### src/rtl/trace_dump_monitor.sv
// rtl/trace_dump_monitor.sv - halt/breakpoint/timeout monitor that freezes the CPU and streams a register dump
module trace_dump_monitor #(
    parameter int             W         = 32,
    parameter int             NUM_REGS  = 32,
    parameter int             IDX_W     = $clog2(NUM_REGS),
    parameter logic [W-1:0]   HALT_ADDR = 32'hFFFF_FFFF,
    parameter int             TIMEOUT   = 0,
    parameter int             CNT_W     = 32
) (
    input  logic             clk,
    input  logic             reset,
    input  logic             enable,
    input  logic [W-1:0]     inst_addr,
    input  logic [W-1:0]     instr,
    input  logic             trace_en,
    input  logic             bkpt_en,
    input  logic [W-1:0]     bkpt_addr,
    output logic             cpu_stall,
    output logic [IDX_W-1:0] reg_rd_idx,
    input  logic [W-1:0]     reg_rd_data,
    output logic             out_valid,
    input  logic             out_ready,
    output logic [1:0]       out_tag,
    output logic [IDX_W-1:0] out_idx,
    output logic [W-1:0]     out_data,
    output logic             halted,
    output logic [1:0]       halt_cause,
    output logic [CNT_W-1:0] cycle_count,
    output logic [CNT_W-1:0] trace_drops
);

    typedef enum logic [2:0] {
        S_RUN,
        S_FINAL_PC,
        S_DUMP,
        S_STATUS,
        S_DONE
    } state_t;

    localparam logic [CNT_W-1:0] TIMEOUT_LAST = CNT_W'(TIMEOUT - 1);
    localparam logic [IDX_W-1:0] LAST_IDX     = IDX_W'(NUM_REGS - 1);

    state_t           state;
    state_t           state_nxt;
    logic [W-1:0]     pc_latch;
    logic [IDX_W-1:0] idx;
    logic [1:0]       cause_hit;
    logic             hit;

    // instr is observed but not yet decoded; kept on the port for opcode-based triggers
    logic unused_instr;
    assign unused_instr = ^instr;

    always_comb begin
        cause_hit = 2'd0;
        if (inst_addr == HALT_ADDR)
            cause_hit = 2'd1;
        else if (bkpt_en && (inst_addr == bkpt_addr))
            cause_hit = 2'd2;
        else if ((TIMEOUT != 0) && (cycle_count == TIMEOUT_LAST))
            cause_hit = 2'd3;
    end

    assign hit        = (state == S_RUN) && enable && (cause_hit != 2'd0);
    assign cpu_stall  = (state != S_RUN);
    assign halted     = (state == S_DONE);
    assign reg_rd_idx = idx;

    always_comb begin
        state_nxt = state;
        out_valid = 1'b0;
        out_tag   = 2'd0;
        out_idx   = '0;
        out_data  = '0;
        case (state)
            S_RUN: begin
                if (enable && trace_en) begin
                    out_valid = 1'b1;
                    out_data  = inst_addr;
                end
                if (hit)
                    state_nxt = S_FINAL_PC;
            end
            S_FINAL_PC: begin
                out_valid = 1'b1;
                out_tag   = 2'd1;
                out_data  = pc_latch;
                if (out_ready)
                    state_nxt = S_DUMP;
            end
            S_DUMP: begin
                out_valid = 1'b1;
                out_tag   = 2'd2;
                out_idx   = idx;
                out_data  = reg_rd_data;
                if (out_ready && (idx == LAST_IDX))
                    state_nxt = S_STATUS;
            end
            S_STATUS: begin
                out_valid = 1'b1;
                out_tag   = 2'd3;
                out_idx   = IDX_W'(halt_cause);
                out_data  = W'(cycle_count);
                if (out_ready)
                    state_nxt = S_DONE;
            end
            S_DONE: state_nxt = S_DONE;
            default: state_nxt = S_RUN;
        endcase
    end

    always_ff @(posedge clk) begin
        if (reset) begin
            state       <= S_RUN;
            pc_latch    <= '0;
            idx         <= '0;
            halt_cause  <= 2'd0;
            cycle_count <= '0;
            trace_drops <= '0;
        end else begin
            state <= state_nxt;
            if ((state == S_RUN) && enable) begin
                if (cycle_count != '1)
                    cycle_count <= cycle_count + CNT_W'(1);
                // trace records are fire-and-forget; a refused one is only counted
                if (trace_en && !out_ready && (trace_drops != '1))
                    trace_drops <= trace_drops + CNT_W'(1);
                if (hit) begin
                    pc_latch   <= inst_addr;
                    halt_cause <= cause_hit;
                end
            end
            if ((state == S_DUMP) && out_ready)
                idx <= idx + IDX_W'(1);
        end
    end

endmodule

### config.mk
export PLATFORM = sky130hd
export DESIGN_NAME = trace_dump_monitor
export DESIGN_NICKNAME = d
export VERILOG_FILES = /design/src/rtl/trace_dump_monitor.sv
export SDC_FILE = /design/constraint.sdc
export NUM_CORES = 1
export LEC_CHECK = 0
export CAP_MARGIN = 10
export CORE_MARGIN = 2
export CORE_UTILIZATION = 51
export DETAILED_ROUTE_END_ITERATION = 8
export PLACE_DENSITY = 0.89
export SLEW_MARGIN = 20
export SYNTH_ARGS = -nofsm -noshare
export SYNTH_HDL_FRONTEND = slang
export SYNTH_SLANG_ARGS = --single-unit
### constraint.sdc
create_clock -name clk -period 6.64 [get_ports clk]
set_input_delay 1.66 -clock clk [delete_from_list [all_inputs] [get_ports clk]]
set_output_delay 1.66 -clock clk [all_outputs]
set_load 0.05 [all_outputs]
==> results.json <==
{
  "globalRoute.totalOverflow": 0,
  "ys_ff_latch": 106,
  "post_dp_cell_area_um2": 9910,
  "crit_arrival_ns": 3.61,
  "ir_drop_uv": 141,
  "fillers": 1105,
  "netlist_top_cells_area": "dfxtp_1 28%, or4_1 5.6%, mux2_2 5.4%, nand2_1 5.1%, o211ai_2 4.9%",
  "tightest_slew_ns": 0.936,
  "dominantRegCellSynth": "dfxtp_1",
  "routedWlPerCell_um": 21.0,
  "globalplace.congestion": 0.926,
  "rows": 44,
  "core_region_area_um2": 14400,
  "post-dp-hpwl_um": 18600,
  "die-area_um2": 15600,
  "fin_crit_ns": 5.27,
  "path_max_fanout": 10,
  "synth.most_common_cell": "dfxtp_1",
  "async_reset_ff_share_pct": 0,
  "synth_top_area_cell": "dfxtp_1",
  "seqCellArea_um2": 2120,
  "vias": 8727,
  "drive_above_1_share_pct": 13.0,
  "skew_ns": 0.0117,
  "ant_nets": 0,
  "fin_tns_setup_ns": 0,
  "vias_per_cell": 6.81,
  "drt-total-wl_um": 26900,
  "p_per_area_nw_per_um2": 137,
  "clkTransAtPathRegs_ns": 0.08,
  "grtUsageTotal_pct": 32.8,
  "setup_violations": 0,
  "hp-class": "reg2reg",
  "io_pins": 247,
  "syn_nets": 1079,
  "synthTopCellsByCount": "106 x dfxtp_1, 101 x nand2_1, 78 x clkbuf_1, 62 x o21ai_0",
  "worst-setup-path-type": "in2out",
  "synth_area_um2": 7450,
  "initial_core_util_pct": 51.6,
  "io_buffers": 214,
  "antenna_found_initial": 2,
  "grt_setup_unrepaired": "false",
  "insertion_delay_ns": 0.37,
  "die_w_um": 125,
  "fmax_ghz": 0.190,
  "cts_root_buffer": "clkbuf_16",
  "multi_input_area_um2": 4990,
  "seq_area_frac_synth_pct": 28.5,
  "clk_path_buf_depth": 2,
  "grt_pass1_vias": 7687,
  "fin_util_pct": 70.9,
  "post-cts-setup-buffers": 0,
  "p_leak_nw": 3.40,
  "area_delta_synth_final_pct": 37.2,
  "synth_edf_count": 0,
  "yosysUniqueCellTypes": 54,
  "design_area_um2": 10200,
  "yosysWarnings": 0,
  "drc_errors": 0,
  "cts_sinks": 106,
  "power.total_mw": 1.40,
  "grt_pass1_wl_um": 41700,
  "synth_cells": 941,
  "syn_area_per_cell_um2": 7.92,
  "start_kind": "input pin",
  "dieHeight_um": 125,
  "yosys.area.top_type_share_pct": 28.5,
  "timing.final.crit_share_pct": 79.3,
  "critPathRequiredTime_ns": 4.98,
  "maxSlewViolCount": 0,
  "finalHoldViolations": 0,
  "grt_max_degree": 71,
  "ctsResizeCount": 0,
  "maxCapViolCount": 0,
  "relSlewSlack_pct": 37.1,
  "dr.pass1.iters": 6,
  "postCtsHoldBufs": 0,
  "cts_tree": "yes",
  "drt-initial-drc-count": 1138,
  "cts-htree-levels": 3,
  "cp-end-kind": "output port",
  "nets": 1228,
  "status": "finished clean",
  "cts_buffers": 9
}
## worst max-delay path, stage by stage
cell             delay, ns
clkdlybuf4s50_1       0.48
nor4b_2               0.21
buf_4                 0.23
nand2_1               0.07
a21oi_1               0.13
clkdlybuf4s50_1       0.82
## cells by family after synthesis
logic type | after synthesis | share of synthesized area (%)
and+or+nand+nor | 406 | 30.7
buffers and inverters | 95 | 5.36
xor gates and xnor gates | 39 | 4.59
AOI/OAI and AO/OA | 250 | 24.1
adders and majority gates | 4 | 0.672
muxes | 41 | 6.11
DFF | 106 | 28.5
## where the power goes
| group | switching, mW | leakage (nW) | internal [mW] | total [mW] |
|---|---|---|---|---|
| sequential | 0.00318 | 0.854 | 0.636 | 0.639 |
| clock | 0.277 | 0.138 | 0.263 | 0.540 |
| combinational | 0.120 | 2.41 | 0.104 | 0.224 |
| total | 0.401 | 3.40 | 1.00 | 1.40 |
## worst paths after layout
kind	from	endpoint	slack [ns]	cells past startpoint
setup reg to reg	state[1]$_SDFFE_PP0P_	trace_drops[9]$_SDFFE_PP0P_	3.23	7
hold reg to reg	halt_cause[0]$_SDFFE_PP0P_	halt_cause[0]$_SDFFE_PP0P_	0.49	2
setup / recovery	enable	out_valid	1.37	6
hold / removal	halt_cause[0]$_SDFFE_PP0P_	halt_cause[0]$_SDFFE_PP0P_	0.49	2
## area by class of cell
| class | instances | area share, % |
|---|---|---|
| Multi-Input combinational cell | 740 | 48.8 |
| Timing Repair Buffer | 229 | 25.1 |
| Sequential cell | 106 | 20.8 |
| Tap cell | 184 | 2.25 |
| Clock buffer | 9 | 2.20 |
| Clock inverter | 7 | 0.588 |
| Inverter | 4 | 0.159 |
| Antenna cell | 2 | 0.0490 |
## stage by stage
step	setup slack [ns]	hold slack [ns]	instances
2_1_floorplan	1.63	0.479	941
3_3_place_gp	1.42	0.480	1263
4_1_cts	1.36	0.495	1279
3_5_place_dp	1.38	0.485	1263
6_report	1.37	0.492	1281
5_1_grt	1.24	0.529	1281
## registers in the layout, summed over array words and instances, names as in the netlist
register and cells:
cycle_count 32, pc_latch 32, trace_drops 32, reg_rd_idx 5, state 3, halt_cause 2
## routing by layer
layer / share of wire (%) / track usage (%) / vias up
met4: 3.8 / 14.8 / 0
met2: 47 / 51.8 / 562
met1: 39 / 43.1 / 4098
li1: - / - / 3981
met5: 0 / 0 / -
met3: 10 / 6.79 / 86
## placed cells by master (no fill, tap or decap), drive strengths merged, types with 33 or more instances in the layout
cell type,count
clkdlybuf4s50,181
dfxtp,106
nand2,101
o21ai,63
or4,57
nand3,56
a21oi,50
nor4,50
buf,48
mux2,36
xor2,35
or3,34
nand4,33
a41oi,33
Note: power is estimated with default switching activity, not from simulation.
